<file path="config.mk">
export PLATFORM = sky130hd
export DESIGN_NAME = vga_sync
export DESIGN_NICKNAME = d
export VERILOG_FILES = /design/src/rtl/vga_sync.sv
export SDC_FILE = /design/constraint.sdc
export NUM_CORES = 1
export LEC_CHECK = 0
export ABC_AREA = 1
export CELL_PAD_IN_SITES_DETAIL_PLACEMENT = 0
export CELL_PAD_IN_SITES_GLOBAL_PLACEMENT = 2
export CORE_ASPECT_RATIO = 2
export CORE_MARGIN = 2
export CORE_UTILIZATION = 31
export CTS_CLUSTER_DIAMETER = 50
export DETAILED_ROUTE_END_ITERATION = 10
export PLACE_DENSITY_LB_ADDON = 0.1
export SYNTH_ARGS = -nofsm -noshare
export SYNTH_HDL_FRONTEND = slang
export SYNTH_SLANG_ARGS = --single-unit
</file>
<file path="constraint.sdc">
create_clock -name clk25M -period 2.7 [get_ports clk25M]
set_input_delay 0.405 -clock clk25M [delete_from_list [all_inputs] [get_ports clk25M]]
set_output_delay 0.405 -clock clk25M [all_outputs]
set_load 0.05 [all_outputs]
</file>
<file path="src/rtl/vga_sync.sv">
// vga_sync: 640x480@60 Hz VGA raster timing generator on the 25 MHz pixel clock.
//
// x/y raster counters with registered sync, visible-area and strobe outputs.
// Every output is decoded from the next-state counter values and then
// registered. This keeps each flag aligned with the x/y value it describes,
// and the outputs cannot glitch.
//
// Build option: define VGA_TESTPAT_EN to drive rgb_test with eight 80-pixel
// vertical colour bars. Without it, rgb_test is a constant 3'b000.

module vga_sync #(
  parameter int H_VISIBLE = 640,
  parameter int H_FRONT   = 16,
  parameter int H_SYNC    = 96,
  parameter int H_BACK    = 48,
  parameter int V_VISIBLE = 480,
  parameter int V_FRONT   = 10,
  parameter int V_SYNC    = 2,
  parameter int V_BACK    = 33,
  parameter bit SYNC_POL  = 1'b0
) (
  input  logic       clk25M,
  input  logic       reset,
  output logic [9:0] x,
  output logic [9:0] y,
  output logic       vga_on,
  output logic       hsync,
  output logic       vsync,
  output logic       line_tick,
  output logic       frame_tick,
  output logic [2:0] rgb_test
);

  localparam int H_TOTAL = H_VISIBLE + H_FRONT + H_SYNC + H_BACK;
  localparam int V_TOTAL = V_VISIBLE + V_FRONT + V_SYNC + V_BACK;

  // All compares are on 10-bit unsigned counter values.
  localparam logic [9:0] H_LAST   = 10'(H_TOTAL - 1);
  localparam logic [9:0] V_LAST   = 10'(V_TOTAL - 1);
  localparam logic [9:0] H_VIS    = 10'(H_VISIBLE);
  localparam logic [9:0] V_VIS    = 10'(V_VISIBLE);
  localparam logic [9:0] HS_START = 10'(H_VISIBLE + H_FRONT);
  localparam logic [9:0] HS_END   = 10'(H_VISIBLE + H_FRONT + H_SYNC - 1);
  localparam logic [9:0] VS_START = 10'(V_VISIBLE + V_FRONT);
  localparam logic [9:0] VS_END   = 10'(V_VISIBLE + V_FRONT + V_SYNC - 1);

  localparam logic SYNC_ACT  = SYNC_POL;
  localparam logic SYNC_IDLE = ~SYNC_POL;

  logic [9:0] x_q, x_d;
  logic [9:0] y_q, y_d;
  logic       vga_on_q, vga_on_d;
  logic       hsync_q, hsync_d;
  logic       vsync_q, vsync_d;
  logic       line_tick_q, line_tick_d;
  logic       frame_tick_q, frame_tick_d;
  logic       x_wrap;

  // Next raster position, and the output decode of that next position.
  always_comb begin
    x_wrap = (x_q == H_LAST);
    x_d    = x_wrap ? 10'd0 : x_q + 10'd1;
    y_d    = y_q;
    if (x_wrap) begin
      y_d = (y_q == V_LAST) ? 10'd0 : y_q + 10'd1;
    end

    vga_on_d     = (x_d < H_VIS) && (y_d < V_VIS);
    hsync_d      = ((x_d >= HS_START) && (x_d <= HS_END)) ? SYNC_ACT : SYNC_IDLE;
    vsync_d      = ((y_d >= VS_START) && (y_d <= VS_END)) ? SYNC_ACT : SYNC_IDLE;
    line_tick_d  = (x_d == H_LAST);
    frame_tick_d = (x_d == 10'd0) && (y_d == V_VIS);
  end

  // Counter and timing-output registers. Reset values match the decode of (0,0).
  always_ff @(posedge clk25M or posedge reset) begin
    if (reset) begin
      x_q          <= 10'd0;
      y_q          <= 10'd0;
      vga_on_q     <= 1'b1;
      hsync_q      <= SYNC_IDLE;
      vsync_q      <= SYNC_IDLE;
      line_tick_q  <= 1'b0;
      frame_tick_q <= 1'b0;
    end else begin
      x_q          <= x_d;
      y_q          <= y_d;
      vga_on_q     <= vga_on_d;
      hsync_q      <= hsync_d;
      vsync_q      <= vsync_d;
      line_tick_q  <= line_tick_d;
      frame_tick_q <= frame_tick_d;
    end
  end

  assign x          = x_q;
  assign y          = y_q;
  assign vga_on     = vga_on_q;
  assign hsync      = hsync_q;
  assign vsync      = vsync_q;
  assign line_tick  = line_tick_q;
  assign frame_tick = frame_tick_q;

`ifdef VGA_TESTPAT_EN
  logic [5:0] col_blk;
  logic [2:0] rgb_q, rgb_d;

  // Bar colour for the next pixel: 16-pixel column blocks, five blocks per bar.
  always_comb begin
    col_blk = x_d[9:4];
    rgb_d   = vga_on_d ? 3'(col_blk / 6'd5) : 3'b000;
  end

  // Test-pattern register, aligned with x/y like the other outputs.
  always_ff @(posedge clk25M or posedge reset) begin
    if (reset) begin
      rgb_q <= 3'b000;
    end else begin
      rgb_q <= rgb_d;
    end
  end

  assign rgb_test = rgb_q;
`else
  assign rgb_test = 3'b000;
`endif

endmodule
</file>
==> flow_summary.yaml <==
setup_path:
  critPathRequiredTime_ns: 2.30
  crit_fanout: 10
  crit_family: "buffers and inverters"
  crit_chain: "clkdlybuf4s50_1"
  cp_slowest_cell: "clkdlybuf4s50_1"
  crit_arrival_ns: 1.67
  path_class: "reg -> out"
  critical_path.max_stage_delay_ns: 0.88
  critPathCaptureType: "output port"
  critPathBufInv: 1
  start_kind: "flip-flop"
detailed_routing:
  route.detailed.drc: 0
  via_per_inst: 4.70
  wl_per_cell_um: 14.6
  drt_iter0_drc: 24
  wl_um: 4570
  first_pass_iters: 6
  vias: 1467
  antenna_left: 0
clock_network:
  cts_tree: "built"
  cts_root_buffer: "clkbuf_8"
  cts-htree-levels: 1
  hold_buffers: 0
  cts.clk_slew.worst_paths_ns: 0.10
  cts_sinks: 25
  cts_setup_buffers: 0
  clkLatencyLatePin_ns: 0.27
  cts_resized: 0
  cts_buffers: 3
  ctsLongestPathBuffers: 2
logic_synthesis:
  ys_seq_area_share_pct: 39.5
  syn_area_per_cell_um2: 7.01
  synth_edf_count: 0
  syn_inst: 227
  ys_warn_count: 0
  synth_fa_ha_area_share_pct: 3.14
  synth_xor_area_share_pct: 0
  synth_cell_types: 27
  yosys.area_share.simple_pct: 39.5
  async_flop_share_pct: 100
  synthMuxAreaShare_pct: 0
  ys_seq_elements: 25
  synth_top_family_by_area: "simple AND/OR/NAND/NOR gates"
  synth_ff_type: "dfrtp_1"
  synth_area_mm2: 0.00159
  synth_compound_gate_area_share_pct: 5.42
outcome:
  status: "completed"
layout:
  area_delta_synth_final_pct: 22.8
  final_cells: 312
  nFillCells: 526
  multiInputGateArea_um2: 776
  layout-drive-gt1-share_pct: 8.24
  regArea_um2: 629
  nNetsFinal: 262
  n_antenna_cell: 0
place:
  dpl_worst_slack_ns: 0.747
  place_congestion: 0.779
  port_buffers: 26
  place_inst: 308
  hpwlAfterDp_um: 3730
global_routing:
  grt_max_degree: 18
  antenna_found_initial: 0
  overflow: 0
  grt_pass1_wl_um: 7070
  grt_pass1_vias: 1468
  gr-usage-all-layers_pct: 17.2
sta:
  worst_pin_slew_ns: 0.513
  worst_slack_ns: 0.629
  holdWs_ns: 0.366
  fin_crit_sh_pct: 76.7
  fmax_mhz: 483
  grt_setup_unrepaired: "false"
  layout_min_cycle_time_ns: 2.07
  finClkSkew_ns: 0.00765
  setup_viol: 0
  hold_violations: 0
  drv_slew: 0
  max_slew_margin_pct: 65.7
  fin_setup_tns_ns: 0
floorplanning:
  dieArea_mm2: 0.00576
  core_area_mm2: 0.00491
  row_count: 36
  die_x_um: 54.7
  pin_count: 30
  floorplan.initialDensity_pct: 32.4
  die_height_um: 105
pwr:
  intPower_w: 0.000481
  switchingPower_w: 0.000146
  seqPwrFrac_pct: 59.7
  power_frac_clock_pct: 37.2
  powerDensity_mw_per_mm2: 321
  power_frac_comb_pct: 3.1
  peakVddDrop_mv: 0.288
  leakage_nw: 0.987
  sw_frac_of_total_pct: 23.3
flow_run:
  maxCapViolCount: 0
min_path:
  min_path_type: "in -> async"
-- power by group through the flow --
stage | Sequential [W] | Combinational, W | Clock (W)
6_report | 0.000374 | 0.0000193 | 0.000234
5_1_grt | 0.000374 | 0.0000212 | 0.000255
3_5_place_dp | 0.000382 | 0.0000199 | 0
2_1_floorplan | 0.000382 | 0.0000180 | 0
4_1_cts | 0.000374 | 0.0000198 | 0.000242
3_3_place_gp | 0.000382 | 0.0000196 | 0
-- metrics by stage --
step	utilization [%]	power, W	instance area, um^2
2_1_floorplan	-	0.000400	1600
3_3_place_gp	38.8	0.000401	1910
3_5_place_dp	38.8	0.000401	1910
4_1_cts	39.8	0.000637	1950
5_1_grt	39.8	0.000650	1950
6_report	39.8	0.000627	1950
-- final timing paths --
kind,start,to,slack [ns],cells after the start
max,x[0],x[0],0.63,1
min in group clk25M,x[0],x[0],0.64,1
min reg2reg,x[0],x[0],0.64,1
max reg2reg,x[0],frame_tick,0.77,9
max in group asynchronous,reset,vsync,1.72,3
min,reset,x[7],0.37,2
-- cell usage after synthesis, types with 2 or more instances --
| cell type | number | area [um^2] |
|---|---|---|
| nand2_1 | 65 | 244 |
| inv_1 | 42 | 158 |
| nor2_1 | 27 | 101 |
| nand3_1 | 23 | 115 |
| dfrtp_1 | 22 | 551 |
| nand4_1 | 8 | 50.1 |
| o21ai_0 | 6 | 30.0 |
| ha_1 | 4 | 50.1 |
| buf_4 | 3 | 22.5 |
| dfstp_2 | 3 | 78.8 |
| nor2_2 | 3 | 18.8 |
| nor2_4 | 3 | 33.8 |
| buf_2 | 2 | 10.0 |
| nor3_1 | 2 | 10.0 |
| o21bai_1 | 2 | 15.0 |
-- cells in the final DEF (no fill, tap or decap), drive strengths merged --
| master | instances |
|---|---|
| clkdlybuf4s50 | 26 |
| clkbuf | 3 |
| nor3 | 2 |
| o21ai | 9 |
| ha | 4 |
| buf | 1 |
| dfrtp | 22 |
| conb | 3 |
| clkinvlp | 1 |
| nand2 | 67 |
| inv | 43 |
| dfstp | 3 |
| nor2 | 33 |
| nand4 | 9 |
| nor4 | 1 |
| o21bai | 2 |
| a31oi | 1 |
| nand3 | 24 |
| a21oi | 1 |
-- cell families (layout without fill, tap and decap cells) --
logic type,count (synthesis),in the layout
adders and majority gates,4,4
buffers and inverters,48,74
AOI/OAI and AO/OA,13,13
DFF,25,25
other,1,3
and+or+nand+nor,136,136
-- routing by layer --
layer  track usage (%)  part of all wire, %
met1              16.2                   34
met2              34.2                   61
met3              1.56                  2.6
met4              6.07                  1.8
met5                 0                    0
-- area by class of cell --
cell class | count | share of cell area (%)
clock inverter | 1 | 0.384
timing repair buffer | 27 | 13.7
tap | 57 | 3.65
inverter | 43 | 8.26
multi-input combinational | 156 | 39.7
sequential | 25 | 32.2
clock buffer | 3 | 2.11
-- sequential cells by signal, summed over array words and instances (netlist names) --
| signal | cells |
|---|---|
| x | 10 |
| y | 10 |
| frame_tick | 1 |
| hsync | 1 |
| line_tick | 1 |
| vga_on | 1 |
| vsync | 1 |
(Power assumes the default switching activity.)
